## config.mk

```make
export PLATFORM = sky130hd
export DESIGN_NAME = cpu_sequencer
export DESIGN_NICKNAME = d
export VERILOG_FILES = /design/src/rtl/cpu_sequencer.sv
export SDC_FILE = /design/constraint.sdc
export NUM_CORES = 1
export LEC_CHECK = 0
export ABC_AREA = 1
export CAP_MARGIN = 20
export CORE_ASPECT_RATIO = 0.8
export CORE_MARGIN = 5
export CORE_UTILIZATION = 45
export DETAILED_ROUTE_END_ITERATION = 12
export PLACE_DENSITY_LB_ADDON = 0.15
export REMOVE_ABC_BUFFERS = 1
export SETUP_SLACK_MARGIN = 0.4
export SYNTH_ARGS = -nofsm -noshare
export SYNTH_HDL_FRONTEND = slang
export SYNTH_SLANG_ARGS = --single-unit
```

## constraint.sdc

```tcl
create_clock -name clk -period 2.7 [get_ports clk]
set_input_delay 0.54 -clock clk [delete_from_list [all_inputs] [get_ports clk]]
set_output_delay 0.54 -clock clk [all_outputs]
set_load 0.01 [all_outputs]
```

## src/rtl/cpu_sequencer.sv

```systemverilog
// Phase sequencer and control-strobe decoder for the 8-bit accumulator CPU.
// Adds memory wait states, a sticky halt with resume, and a retired-instruction counter.

package typedefs;
   typedef enum logic [7:0] {
      INST_ADDR  = 8'd0,
      INST_FETCH = 8'd1,
      INST_LOAD  = 8'd2,
      IDLE       = 8'd3,
      OP_ADDR    = 8'd4,
      OP_FETCH   = 8'd5,
      ALU_OP     = 8'd6,
      STORE      = 8'd7
   } state_t;

   typedef enum logic [2:0] {
      HLT = 3'd0,
      SKZ = 3'd1,
      ADD = 3'd2,
      AND = 3'd3,
      XOR = 3'd4,
      LDA = 3'd5,
      STO = 3'd6,
      JMP = 3'd7
   } opcodes_t;
endpackage

module cpu_sequencer
   import typedefs::*;
#(
   parameter int unsigned CNT_W = 16
) (
   input  logic             clk,
   input  logic             rst_n,
   input  opcodes_t         opcode,
   input  logic             zero,
   input  logic             mem_ready,
   input  logic             resume,
   output logic             sel,
   output logic             rd,
   output logic             ld_ir,
   output logic             halt,
   output logic             inc_pc,
   output logic             ld_ac,
   output logic             ld_pc,
   output logic             wr,
   output logic             data_e,
   output state_t           state,
   output logic [CNT_W-1:0] instr_count
);

   state_t next_state;
   logic   count_en;
   logic   is_aluop;
   logic   is_sto;
   logic   is_jmp;
   logic   is_skz;
   logic   is_hlt;

   assign is_aluop = (opcode == ADD) || (opcode == AND) || (opcode == XOR) || (opcode == LDA);
   assign is_sto   = (opcode == STO);
   assign is_jmp   = (opcode == JMP);
   assign is_skz   = (opcode == SKZ);
   assign is_hlt   = (opcode == HLT);

   // Phase register
   always_ff @(posedge clk or negedge rst_n) begin
      if (!rst_n) begin
         state <= INST_ADDR;
      end else begin
         state <= next_state;
      end
   end

   // Next phase and strobe decode; a phase holds while its memory access or halt is pending
   always_comb begin
      next_state = state;
      count_en   = 1'b0;
      sel        = 1'b0;
      rd         = 1'b0;
      ld_ir      = 1'b0;
      halt       = 1'b0;
      inc_pc     = 1'b0;
      ld_ac      = 1'b0;
      ld_pc      = 1'b0;
      wr         = 1'b0;
      data_e     = 1'b0;

      case (state)
         INST_ADDR: begin
            sel        = 1'b1;
            next_state = INST_FETCH;
         end
         INST_FETCH: begin
            sel = 1'b1;
            rd  = 1'b1;
            if (mem_ready) begin
               next_state = INST_LOAD;
            end
         end
         INST_LOAD: begin
            sel        = 1'b1;
            rd         = 1'b1;
            ld_ir      = 1'b1;
            next_state = IDLE;
         end
         IDLE: begin
            sel        = 1'b1;
            rd         = 1'b1;
            ld_ir      = 1'b1;
            next_state = OP_ADDR;
         end
         OP_ADDR: begin
            if (is_hlt) begin
               halt   = 1'b1;
               inc_pc = resume;
               if (resume) begin
                  next_state = OP_FETCH;
               end
            end else begin
               inc_pc     = 1'b1;
               next_state = OP_FETCH;
            end
         end
         OP_FETCH: begin
            rd = is_aluop;
            if (!is_aluop || mem_ready) begin
               next_state = ALU_OP;
            end
         end
         ALU_OP: begin
            rd         = is_aluop;
            inc_pc     = is_skz && zero;
            ld_pc      = is_jmp;
            data_e     = is_sto;
            next_state = STORE;
         end
         STORE: begin
            rd     = is_aluop;
            ld_ac  = is_aluop;
            inc_pc = is_jmp;
            ld_pc  = is_jmp;
            wr     = is_sto;
            data_e = is_sto;
            if (!is_sto || mem_ready) begin
               next_state = INST_ADDR;
               count_en   = 1'b1;
            end
         end
         default: begin
            // Unused encodings decode as INST_ADDR
            sel        = 1'b1;
            next_state = INST_FETCH;
         end
      endcase
   end

   // Retired-instruction counter, wraps naturally
   always_ff @(posedge clk or negedge rst_n) begin
      if (!rst_n) begin
         instr_count <= '0;
      end else if (count_en) begin
         instr_count <= instr_count + CNT_W'(1);
      end
   end

endmodule

```

==> impl_metrics.ini, run 1 <==
[worst_setup_path]
cp-end-kind = output port
critPathArrivalTime_ns = 1.65
endpoint = inc_pc
r2r-end = state[0]$_DFFE_PN0P_
ff2ff_setup_slack_ns = 1.18
crit_type = register to output port
required_ns = 2.16
cp_max_fo = 4
cp-start-kind = register
reg2reg_depth = 7
cp-startpoint = state[0]$_DFFE_PN0P_
r2r-start = state[0]$_DFFE_PN0P_

[clock_tree]
cts.reportedPaths.clkPinSlew_ns = 0.08
clkSinkCount = 19
htree_levels = 1
cts_tree = yes
cts_hold_buf = 0
clk_latency_ns = 0.27
cts_made_buffers = 3
root_buffer = clkbuf_8
cts_max_path_buffers = 2

[synthesis]
ys_ff_latch = 19
synthCells = 198
yosys_warnings = 0
syn-cell-area_um2 = 1430
synth_cell_types = 28
synth_seq_area_share_pct = 33.3
synth.avg_cell_area_um2 = 7.20

[sta]
final.setup.tns_ns = 0
worst_slack_ns = 0.507
finalSetupViolCount = 0
timing.final.crit_share_pct = 81.2
fin_skew_ns = 0.00971
fmax_ghz = 0.456
period_minus_slack_ns = 2.19
rsz0062_at_grt = no
slew_violations = 0
hold_viol_final = 0

[cells_and_area]
nets = 252
fillers = 315
diodes = 0
drive_gt1_share_pct = 12.2
syn_to_final_growth_pct = 29.6
fin_cells = 277

[global_routing]
gr-total-overflow = 0
grt_antenna_before_repair = 0
grt_pass1_vias = 1261
grt_pass1_wl_um = 5730
gr-usage-all-layers_pct = 16.7
grt_max_degree = 20

[routing]
avgViaCountPerCell = 4.77
drc = 0
vias = 1322
drt_iter0_drc = 70
antenna_left = 0
first_pass_iters = 4
drt-total-wl_um = 3220
wl_per_cell_um = 11.6

[die]
rows = 18
coreArea_um2 = 3060
io_pins = 41
start_util_pct = 46.6
die_h_um = 60.4
dieArea_um2 = 4400
dieWidth_um = 72.9

[run]
max-cap-violations = 0

[placement]
place_ws_ns = 0.0195
routabilityCongestion = 0.832
post-place-cells = 271
dp_hpwl_um = 2580
io_buffer_count = 35

[min_path]
hold_class = register to register
worstHoldPathCells = 1

[power]
leakagePower_uw = 0.000911
powerDensity_nw_per_um2 = 809
p_total_uw = 1490
peakVddDrop_mv = 0.545

[run_status]
status = finished, final reports clean
==> worst min-delay path by stage <==
stage	start	endpoint	slack [ns]
3_5_place_dp	instr_count[6]$_DFFE_PN0P_	instr_count[6]$_DFFE_PN0P_	0.52
5_1_grt	instr_count[6]$_DFFE_PN0P_	instr_count[6]$_DFFE_PN0P_	0.54
4_1_cts	instr_count[6]$_DFFE_PN0P_	instr_count[6]$_DFFE_PN0P_	0.53
3_3_place_gp	instr_count[6]$_DFFE_PN0P_	instr_count[6]$_DFFE_PN0P_	0.51
6_report	instr_count[6]$_DFFE_PN0P_	instr_count[6]$_DFFE_PN0P_	0.52
2_1_floorplan	rst_n	instr_count[0]$_DFFE_PN0P_	0.24
==> kinds of logic after synthesis <==
kind of cell,share of synthesized area (%)
AND/OR/NAND/NOR,40.3
XOR/XNOR,4.91
adder cells (fa/ha/maj),5.26
other,0.263
AO/OA/AOI/OAI,4.74
flip-flops,33.3
buffers and inverters,11.2
==> worst max-delay path, stage by stage (launching register included) <==
cell	delay, ns
dfrtp_1	0.41
inv_1	0.10
ha_1	0.23
nand2_1	0.10
inv_1	0.07
o21ai_1	0.07
o221ai_1	0.11
dlygate4sd2_1	0.29
==> Yosys cell counts, drive strengths merged <==
library cell / count / area, um^2
nand3: 12 / 65.1
ha: 6 / 75.1
nand2: 72 / 309
nand3b: 2 / 15.0
xnor2: 2 / 17.5
dfrtp: 19 / 475
o21ai: 7 / 50.0
nor2: 28 / 130
conb: 1 / 3.75
inv: 24 / 95.1
o221ai: 1 / 8.76
nand4: 8 / 50.1
clkinv: 1 / 5.00
xor2: 6 / 52.6
nor3: 1 / 5.00
a221oi: 1 / 8.76
buf: 7 / 60.1
==> cells in the final DEF (no fill, tap or decap), types with 2 or more instances in the layout <==
master           count
buf_4                3
clkbuf_8             3
clkdlybuf4s50_1     23
conb_1               5
dfrtp_1             19
dlygate4sd2_1        8
dlymetal6s2s_1       3
ha_1                 5
inv_1               20
inv_2                3
nand2_1             66
nand2_2              3
nand2_4              2
nand3_1             11
nand3b_1             2
nand4_1              8
nor2_1              24
nor2_4               3
o21ai_1              3
o21ai_2              4
xnor2_1              2
xor2_1               6
==> metal layers <==
metal | track usage [%] | vias up | part of all wire (%)
li1 | - | 689 | -
met1 | 24.8 | 597 | 51
met2 | 25.2 | 31 | 43
met3 | 3.81 | 5 | 5.3
met4 | 3.16 | 0 | 0.71
met5 | 0 | - | 0
==> flip-flops by register name (all words and copies together) (netlist names) <==
name,flops
instr_count,16
state,3
==> repair_timing <==
action	4_1_cts	5_1_grt
endpoints found under the setup margin	9	4
gates resized for setup	11	9
buffers inserted	2	0
==> where the power goes <==
group          leakage (uW)  internal, uW  total [uW]  switching, uW
sequential         0.000249           365         488            123
clock             0.0000217           104         210            105
combinational      0.000640           382         796            414
total              0.000911           852        1490            642
==> per-stage QoR <==
step           hold WS, ns  util (%)  area (um^2)
2_1_floorplan        0.244         -         1380
3_3_place_gp         0.515      58.4         1790
5_1_grt              0.542      60.3         1850
6_report             0.524      60.3         1850
3_5_place_dp         0.518      58.4         1790
4_1_cts              0.528      60.1         1840
==> area by class of cell <==
class                   instances  area, um^2  area share [%]
clock inverters                 1        7.51           0.406
repair buffers                 38         365            19.8
flip-flops and latches         19         475            25.7
multi-input cells             151         808            43.7
inverters                      25         100            5.42
well taps                      40        50.0            2.71
clock buffers                   3        41.3            2.23
Power figures use the tool's default switching activity.
==> inputs of run 2 (changes only) <==
clock period = 2.1 ns   (was 2.7 ns; I/O delays follow)
==> impl_metrics.ini, run 2 (synthesis gave the netlist of run 1 again) <==
[placement]
routabilityCongestion = 0.817
post-place-cells = 276
dp_hpwl_um = 2560
placed_area_um2 = 1830
io_buffer_count = 35

[clock_tree]
root_buffer = clkbuf_8
clkSinkCount = 19
cts_tree = yes
cts_hold_buf = 0
cts_made_buffers = 3
clk_latency_ns = 0.26
cts_max_path_buffers = 2
htree_levels = 1
cts.reportedPaths.clkPinSlew_ns = 0.07

[sta]
final.setup.tns_ns = 0
timing.final.crit_share_pct = 89.4
slew_violations = 0
period_minus_slack_ns = 1.88
rsz0062_at_grt = yes
hold_viol_final = 0
finalSetupViolCount = 0
fmax_ghz = 0.532
fin_skew_ns = 0.00207

[cells_and_area]
final_cell_mix = 62 x nand2_1, 27 x buf_4, 21 x nor2_1, 20 x clkdlybuf4s50_1, 16 x inv_1
nets = 277
fin_cells = 302
top_register = instr_count
largest_register_ffs = 16
top_regs = instr_count: 16 flops, state: 3 flops
diodes = 0
fin_area_um2 = 2140
final_common_cell = nand2_1
drive_gt1_share_pct = 34.4
syn_to_final_growth_pct = 50.1

[global_routing]
grt_pass1_vias = 1304
grt_max_degree = 20
grt_pass1_wl_um = 6160
gr-usage-all-layers_pct = 18.0
grt_antenna_before_repair = 0
gr-total-overflow = 0

[routing]
first_pass_iters = 4
avgViaCountPerCell = 4.76
drt-total-wl_um = 3740
antenna_left = 0
vias = 1439
drt_iter0_drc = 101
wl_per_cell_um = 12.4
drc = 0

[die]
dieWidth_um = 72.9
rows = 18
start_util_pct = 46.6
coreArea_um2 = 3060
die_h_um = 60.4
dieArea_um2 = 4400
io_pins = 41

[worst_setup_path]
cp-end-kind = output port
required_ns = 1.68
cp-start-kind = register
cp_max_fo = 4
crit_type = register to output port
critPathArrivalTime_ns = 1.46

[power]
comb_power_share_pct = 62.1
powerDensity_nw_per_um2 = 1100
peakVddDrop_mv = 0.816
power.net_switching_uw = 995
leakagePower_uw = 0.00102
intPower_uw = 1360
sw_frac_of_total_pct = 42.2
seqPwrFrac_pct = 26.8
power_frac_clock_pct = 11.1

[run_status]
status = finished, final reports clean

[run]
max-cap-violations = 0

[min_path]
hold_class = input port to async pin
==> run 2: layout make-up <==
| type | count | area (um^2) |
|---|---|---|
| inverters | 25 | 105 |
| clock buffers | 4 | 45.0 |
| well taps | 40 | 50.0 |
| fillers | 265 | 922 |
| multi-input cells | 151 | 926 |
| flip-flops and latches | 19 | 487 |
| repair buffers | 63 | 528 |
==> run 2: worst paths after layout <==
path                            depth (start not counted)                  startpoint                         end  slack, ns
worst min register to register                          1  instr_count[3]$_DFFE_PN0P_  instr_count[3]$_DFFE_PN0P_       0.53
worst min-delay path                                    2                       rst_n  instr_count[9]$_DFFE_PN0P_       0.50
worst max register to register                          7  instr_count[0]$_DFFE_PN0P_  instr_count[8]$_DFFE_PN0P_       0.64
min in group clk                                        1  instr_count[3]$_DFFE_PN0P_  instr_count[3]$_DFFE_PN0P_       0.53
worst max-delay path                                    5        state[0]$_DFFE_PN0P_                          rd       0.22
max in group asynchronous                               2                       rst_n  instr_count[2]$_DFFE_PN0P_       1.37
==> run 2: per-stage QoR <==
| stage | util, % | setup WS, ns | total power [uW] | hold slack (ns) |
|---|---|---|---|---|
| after detailed placement | 59.6 | -0.329 | 1720 | 0.523 |
| final | 69.9 | 0.222 | 2360 | 0.499 |
| after CTS | 66.1 | 0.252 | 2250 | 0.503 |
| after global placement | 59.6 | -0.276 | 1700 | 0.512 |
| after floorplan | - | 0.460 | 1200 | 0.124 |
| after global routing | 69.9 | 0.145 | 2530 | 0.537 |
==> run 2: what timing repair did <==
| item | in CTS | in global routing |
|---|---|---|
| gates resized for setup | 79 | 12 |
| buffers inserted | 10 | 12 |
| endpoints found under the setup margin | 15 | 22 |
| gates cloned | 0 | 0 |
| pin swaps | 6 | 5 |
==> run 2: per-layer routing <==
| layer | global-route usage (%) | vias up | share of wire [%] |
|---|---|---|---|
| met5 | 0 | - | 0 |
| met3 | 4.30 | 6 | 4.9 |
| met1 | 27.0 | 644 | 50 |
| met2 | 25.8 | 47 | 43 |
| met4 | 5.26 | 0 | 1.5 |
| li1 | - | 742 | - |
==> run 2: power by group through the flow <==
stage | Combinational, uW | Sequential (uW) | Clock (uW)
2_1_floorplan | 549 | 649 | 0
3_3_place_gp | 1070 | 632 | 0
3_5_place_dp | 1080 | 633 | 0
4_1_cts | 1330 | 646 | 273
5_1_grt | 1600 | 647 | 290
6_report | 1460 | 632 | 263
==> run 2: worst max-delay path, cell delays in order, from the launching register on <==
cell and delay (ns):
dfrtp_2 0.47, inv_4 0.11, ha_4 0.16, nor2_4 0.04
a221oi_2 0.23, buf_2 0.17
